==> src/rtl/mul_seq_ctrl_if.sv <==
// Purpose: start/done handshake and byte-wide data-memory port of the multiply sequencer.
// Latency: wires only; no storage.
// Backpressure: none; memory reads are combinational and writes land on the rising edge.
interface mul_seq_ctrl_if #(
    parameter int AW = 8
);
    logic          start;
    logic          done;
    logic          busy;
    logic [AW-1:0] mem_addr;
    logic [7:0]    mem_rd_data;
    logic          mem_wr_en;
    logic [7:0]    mem_wr_data;

    // Controller side.
    modport master (
        input  start,
        input  mem_rd_data,
        output done,
        output busy,
        output mem_addr,
        output mem_wr_en,
        output mem_wr_data
    );

    // Host / memory side.
    modport slave (
        output start,
        output mem_rd_data,
        input  done,
        input  busy,
        input  mem_addr,
        input  mem_wr_en,
        input  mem_wr_data
    );
endinterface

==> src/rtl/mul_seq_ctrl.sv <==
// Purpose: runs NUM_PAIRS signed 16x16 shift-add multiplies straight out of byte memory (big-endian in and out).
// Latency: 24 cycles per pair (4 load, 16 multiply, 4 store); zero-operand pairs take 9 when MUL_ZERO_SKIP_EN is defined.
// Backpressure: none toward memory; start=1 during a run aborts to ARM, start high then low launches a run.
module mul_seq_ctrl #(
    parameter int NUM_PAIRS = 16,
    parameter int SRC_BASE  = 0,
    parameter int DST_BASE  = 64,
    parameter int AW        = 8
) (
    input  logic           clk,
    input  logic           reset,
    mul_seq_ctrl_if.master bus
);
    localparam int KW = (NUM_PAIRS > 1) ? $clog2(NUM_PAIRS) : 1;

    typedef enum logic [2:0] {
        S_IDLE,
        S_ARM,
        S_LOAD,
        S_MUL,
        S_STORE,
        S_DONE
    } state_t;

    state_t        state;
    state_t        state_nxt;
    logic [KW-1:0] k;
    logic [3:0]    cnt;
    logic [15:0]   a;
    logic [15:0]   b;
    logic [31:0]   acc;
    logic [31:0]   acc_nxt;
    logic [31:0]   acc_base;
    logic [31:0]   a_sh;
    logic          done_q;
    logic          skip_now;
    logic          last_pair;
    logic          abort;

    assign last_pair = (k == KW'(NUM_PAIRS - 1));
    assign abort     = bus.start;

`ifdef MUL_ZERO_SKIP_EN
    logic zero_skip;

    // On the last load byte, decide whether this pair's multiply can be bypassed.
    always_ff @(posedge clk) begin
        if (reset) begin
            zero_skip <= 1'b0;
        end else if (state == S_LOAD && cnt == 4'd3) begin
            zero_skip <= (a == 16'd0) || ({b[15:8], bus.mem_rd_data} == 16'd0);
        end
    end

    assign skip_now = zero_skip && (cnt == 4'd0);
`else
    assign skip_now = 1'b0;
`endif

    // One shift-add step: bit 15 of B carries negative weight, so the last step subtracts.
    always_comb begin
        a_sh     = {{16{a[15]}}, a} << cnt;
        acc_base = (cnt == 4'd0) ? 32'd0 : acc;
        acc_nxt  = acc_base;
        if (skip_now) begin
            acc_nxt = 32'd0;
        end else if (b[cnt]) begin
            acc_nxt = (cnt == 4'd15) ? (acc_base - a_sh) : (acc_base + a_sh);
        end
    end

    // State register; reset wins over everything.
    always_ff @(posedge clk) begin
        if (reset) begin
            state <= S_IDLE;
        end else begin
            state <= state_nxt;
        end
    end

    // Next state and memory-port outputs; the write strobe is blanked during reset.
    always_comb begin
        state_nxt       = state;
        bus.mem_addr    = '0;
        bus.mem_wr_en   = 1'b0;
        bus.mem_wr_data = 8'd0;
        case (state)
            S_IDLE: begin
                if (bus.start) state_nxt = S_ARM;
            end
            S_ARM: begin
                if (!bus.start) state_nxt = S_LOAD;
            end
            S_LOAD: begin
                bus.mem_addr = AW'(SRC_BASE) + AW'({k, cnt[1:0]});
                if (abort)              state_nxt = S_ARM;
                else if (cnt == 4'd3)   state_nxt = S_MUL;
            end
            S_MUL: begin
                if (abort)                          state_nxt = S_ARM;
                else if (skip_now || cnt == 4'd15)  state_nxt = S_STORE;
            end
            S_STORE: begin
                bus.mem_addr  = AW'(DST_BASE) + AW'({k, cnt[1:0]});
                bus.mem_wr_en = !reset;
                if (!reset) begin
                    case (cnt[1:0])
                        2'd0:    bus.mem_wr_data = acc[31:24];
                        2'd1:    bus.mem_wr_data = acc[23:16];
                        2'd2:    bus.mem_wr_data = acc[15:8];
                        default: bus.mem_wr_data = acc[7:0];
                    endcase
                end
                if (abort)              state_nxt = S_ARM;
                else if (cnt == 4'd3)   state_nxt = last_pair ? S_DONE : S_LOAD;
            end
            S_DONE: begin
                if (bus.start) state_nxt = S_ARM;
            end
            default: state_nxt = S_IDLE;
        endcase
    end

    // Datapath: pair index, step counter, operand latches, accumulator and registered done.
    always_ff @(posedge clk) begin
        if (reset) begin
            k      <= '0;
            cnt    <= 4'd0;
            a      <= 16'd0;
            b      <= 16'd0;
            acc    <= 32'd0;
            done_q <= 1'b0;
        end else begin
            done_q <= (state_nxt == S_DONE);
            case (state)
                S_ARM: begin
                    k   <= '0;
                    cnt <= 4'd0;
                end
                S_LOAD: begin
                    case (cnt[1:0])
                        2'd0:    a[15:8] <= bus.mem_rd_data;
                        2'd1:    a[7:0]  <= bus.mem_rd_data;
                        2'd2:    b[15:8] <= bus.mem_rd_data;
                        default: b[7:0]  <= bus.mem_rd_data;
                    endcase
                    cnt <= (cnt == 4'd3) ? 4'd0 : cnt + 4'd1;
                end
                S_MUL: begin
                    acc <= acc_nxt;
                    cnt <= skip_now ? 4'd0 : cnt + 4'd1;
                end
                S_STORE: begin
                    cnt <= (cnt == 4'd3) ? 4'd0 : cnt + 4'd1;
                    if (cnt == 4'd3 && !last_pair) k <= k + KW'(1);
                end
                default: ;
            endcase
        end
    end

    assign bus.done = done_q;
    assign bus.busy = (state == S_LOAD) || (state == S_MUL) || (state == S_STORE);
endmodule

==> src/flat_wrapper.sv <==
// flat-port wrapper written by rule: the top's interface ports become plain ports
module mul_seq_ctrl_flat 
#(
    parameter int NUM_PAIRS = 16,
    parameter int SRC_BASE  = 0,
    parameter int DST_BASE  = 64,
    parameter int AW        = 8
)
  (clk, reset, bus_start, bus_mem_rd_data, bus_done, bus_busy, bus_mem_addr, bus_mem_wr_en, bus_mem_wr_data);
  mul_seq_ctrl_if #(.AW(AW)) bus_i ();
  input  logic clk;
  input  logic reset;
  input wire logic [$bits(bus_i.start)-1:0] bus_start;
  input wire logic [$bits(bus_i.mem_rd_data)-1:0] bus_mem_rd_data;
  output wire logic [$bits(bus_i.done)-1:0] bus_done;
  output wire logic [$bits(bus_i.busy)-1:0] bus_busy;
  output wire logic [$bits(bus_i.mem_addr)-1:0] bus_mem_addr;
  output wire logic [$bits(bus_i.mem_wr_en)-1:0] bus_mem_wr_en;
  output wire logic [$bits(bus_i.mem_wr_data)-1:0] bus_mem_wr_data;
  assign bus_i.start = bus_start;
  assign bus_i.mem_rd_data = bus_mem_rd_data;
  assign bus_done = bus_i.done;
  assign bus_busy = bus_i.busy;
  assign bus_mem_addr = bus_i.mem_addr;
  assign bus_mem_wr_en = bus_i.mem_wr_en;
  assign bus_mem_wr_data = bus_i.mem_wr_data;
  mul_seq_ctrl #(.NUM_PAIRS(NUM_PAIRS), .SRC_BASE(SRC_BASE), .DST_BASE(DST_BASE), .AW(AW)) u_core (.clk(clk), .reset(reset), .bus(bus_i));
endmodule
==> config.mk <==
export PLATFORM = sky130hd
export DESIGN_NAME = mul_seq_ctrl_flat
export DESIGN_NICKNAME = d
export VERILOG_FILES = /design/src/rtl/mul_seq_ctrl_if.sv /design/src/rtl/mul_seq_ctrl.sv /design/src/flat_wrapper.sv
export SDC_FILE = /design/constraint.sdc
export NUM_CORES = 1
export LEC_CHECK = 0
export BUFFER_PORTS_ARGS = -buffer_cell sky130_fd_sc_hd__buf_2
export CORE_MARGIN = 2
export CORE_UTILIZATION = 29
export CTS_BUF_LIST = sky130_fd_sc_hd__clkbuf_8
export CTS_CLUSTER_DIAMETER = 50
export DETAILED_ROUTE_END_ITERATION = 10
export SLEW_MARGIN = 15
export SYNTH_ARGS = -nofsm -noshare
export SYNTH_HDL_FRONTEND = slang
export SYNTH_SLANG_ARGS = --single-unit
export TNS_END_PERCENT = 100
==> constraint.sdc <==
create_clock -name clk -period 5.57 [get_ports clk]
set_clock_uncertainty 0.05 [all_clocks]
set_input_delay 1.114 -clock clk [delete_from_list [all_inputs] [get_ports clk]]
set_output_delay 1.114 -clock clk [all_outputs]
set_load 0.005 [all_outputs]
==> impl_metrics.csv <==
group,metric,value,unit
status,status,"completed",
route,viasPerCell,5.37,
logic_synthesis,ys_top_cells_by_area,"dfxtp_1, nand2_1, ha_1, a21oi_1, mux4_2",
power_and_ir_drop,power.leakage,3.14,nW
timing,maxSlewViolCount,0,
logic_synthesis,synth_top_cell_by_area,"dfxtp_1",
worst_setup_path,r2r_start,"u_core.cnt[1]",
route,wire_per_inst,16.4,um
die,core-area,0.0250,mm^2
timing,worst_pin_slew,0.734,ns
min_path,holdPathEnd,"u_core.b[11]",
timing,fin_tns_setup,0,ns
min_path,min_from,"u_core.b[11]",
route,drtIter0Drc,751,
worst_setup_path,cp-start-kind,"flop",
route,ant_nets,0,
worst_setup_path,rr_worst_depth,19,
route,firstDrtPassIters,7,
logic_synthesis,ys_ff_latch,76,
final_layout,diodes,0,
timing,slew_headroom,51.1,%
logic_synthesis,yosys_warnings,0,
clock_tree,clkLatencyLatePin,0.37,ns
global_route,grt_use_total,16.3,%
placed_design,gp_congestion,0.930,
die,initial_core_util,29.3,%
route,remaining_drc_errors,0,
die,die-area,0.0266,mm^2
worst_setup_path,crit_path_end_kind,"flop",
job,cap_violations,0,
die,die_h,163,um
clock_tree,post_cts_buffers,0,
route,vias,6932,
timing,finalCritPeriodShare,91.0,%
min_path,min_path_type,"reg2reg",
logic_synthesis,synth_flop_cell,"dfxtp_1",
timing,final-hold-violation-count,0,
clock_tree,cts_tree,"done",
min_path,holdPathStages,2,
power_and_ir_drop,power_density,185,mW/mm^2
timing,rsz0062_at_grt,"no",
worst_setup_path,path_class,"reg2reg",
timing,finalCriticalPeriod,5.07,ns
clock_tree,root_buffer,"clkbuf_8",
clock_tree,ctsLongestPathBuffers,2,
global_route,antenna_found_initial,0,
worst_setup_path,reg2reg_slack,0.50,ns
logic_synthesis,synthTopCellsByCount,"nand2_1, nor2_1, a21oi_1",
die,chipWidth,163,um
clock_tree,cts_sinks,76,
die,boundaryPins,30,
logic_synthesis,syn_inst,967,
worst_setup_path,r2r_end,"u_core.acc[29]",
worst_setup_path,cp-startpoint,"u_core.cnt[1]",
clock_tree,numCtsBuffers,9,
logic_synthesis,async_reset_ff_share,0,%
global_route,grt_max_degree,68,
logic_synthesis,synth_edf_count,0,
timing,setup_violations,0,
logic_synthesis,syn-cell-area,0.00733,mm^2
die,rows,58,
worst_setup_path,critPathMaxFanout,27,
final_layout,final_layout_size_suffix_gt1_share,11.4,%
clock_tree,clkTransAtPathRegs,0.08,ns
logic_synthesis,synth.top_cell.area_share,20.8,%
final_layout,syn2layout_area_growth,8.23,%
clock_tree,htree_levels,3,
logic_synthesis,post-synth-top-count-cell,"nand2_1",
logic_synthesis,syn_area_per_cell,7.58,um^2
global_route,grt_pass1_wl,34800,um
final_layout,nets,1008,
logic_synthesis,ys_seq_area_share,20.8,%
clock_tree,holdBufCountCts,0,
global_route,grt_overflow,0,
logic_synthesis,synth_nets,1017,
placed_design,hpwlAfterDp,15900,um
placed_design,placed_area,0.00774,mm^2
power_and_ir_drop,peakVddDrop,152,uV
final_layout,final_area,0.00794,mm^2
global_route,grt_pass1_vias,6409,
placed_design,port_buffers,28,
clock_tree,ctsResizeCount,0,
timing,fmax,0.197,GHz
logic_synthesis,synthDistinctLibCells,77,
worst_setup_path,required,5.77,ns
worst_setup_path,crit_arrival,5.27,ns
power_and_ir_drop,power,1.46,mW
route,wl,21200,um
-- how the worst max path moves through the flow --
| stage | to | slack, ns | depth (start not counted) |
|---|---|---|---|
| global route | u_core.acc[29] | 0.03 | 20 |
| floorplan | u_core.acc[28] | 0.62 | 22 |
| finish | u_core.acc[29] | 0.50 | 19 |
| detailed placement | u_core.acc[29] | 0.56 | 19 |
| global placement | u_core.acc[29] | 0.62 | 19 |
| CTS | u_core.acc[29] | 0.54 | 19 |
-- critical path, stage by stage, from the launching register on --
cell and delay, ns:
dfxtp_2 0.37, buf_4 0.34, mux4_2 0.58, a21oi_1 0.18
nand3_1 0.15, o32ai_1 0.38, nor4b_4 0.43, a31oi_1 0.16
xor2_1 0.20, ha_1 0.39, o21ai_0 0.18, o21ai_0 0.10
o211ai_1 0.11, o2bb2ai_1 0.12, a21bo_2 0.27, a21o_1 0.18
a21o_1 0.20, a311oi_1 0.32, xor2_1 0.17, o21ai_0 0.08
-- stage by stage --
step / instances / hold WS (ns) / util [%] / setup WS, ns
2_1_floorplan: 967 / 0.382 / - / 0.616
4_1_cts: 1291 / 0.408 / 31.7 / 0.541
3_3_place_gp: 1277 / 0.393 / 30.9 / 0.616
5_1_grt: 1291 / 0.429 / 31.7 / 0.0346
3_5_place_dp: 1277 / 0.397 / 30.9 / 0.562
6_report: 1291 / 0.409 / 31.7 / 0.500
-- metal layers --
layer	GRT usage (%)	wire length (um)	share of wire, %
met2	25.1	9320	44
met3	2.14	1110	5.2
met1	23.8	10400	49
met4	4.55	388	1.8
met5	0	0	0
-- registers in the layout, indices dropped and copies added (netlist names) --
name and cells:
u_core.k 4, u_core.bus.done 1, u_core.acc 32, u_core.b 16, u_core.cnt 4, u_core.state 3
u_core.a 16
-- power by group --
group,internal [mW],switching [mW],leakage [nW]
combinational,0.200,0.276,2.42
sequential,0.546,0.00754,0.614
clock,0.225,0.211,0.102
-- layout by cell type (no fill, tap or decap), drive strengths merged, types with 26 or more instances in the layout --
| master | n |
|---|---|
| nor2b | 41 |
| mux2i | 26 |
| a21oi | 94 |
| buf | 45 |
| dfxtp | 76 |
| nand2 | 131 |
| nor2 | 103 |
| o21ai | 44 |
| xnor2 | 32 |
| ha | 38 |
| a21o | 29 |
-- cell type report --
cell class / count / area, um^2
clock buffers: 11 / 151
inverters: 16 / 60.1
multi-input cells: 810 / 5470
clock inverters: 3 / 38.8
flip-flops and latches: 76 / 1520
well taps: 330 / 413
fillers: 2731 / 17100
repair buffers: 45 / 280
-- kinds of logic (layout without fill, tap and decap cells) --
kind of cell | count (synthesis) | in the layout | share of synthesized area (%)
AOI/OAI and AO/OA | 276 | 276 | 24.8
other | 1 | 1 | 0.0511
buffers and inverters | 81 | 75 | 4.68
adders and majority gates | 39 | 39 | 6.76
muxes | 60 | 60 | 11.7
and+or+nand+nor | 383 | 383 | 25.1
DFF | 76 | 76 | 20.8
xor gates and xnor gates | 51 | 51 | 6.09
Note: power is estimated with default switching activity, not from simulation.
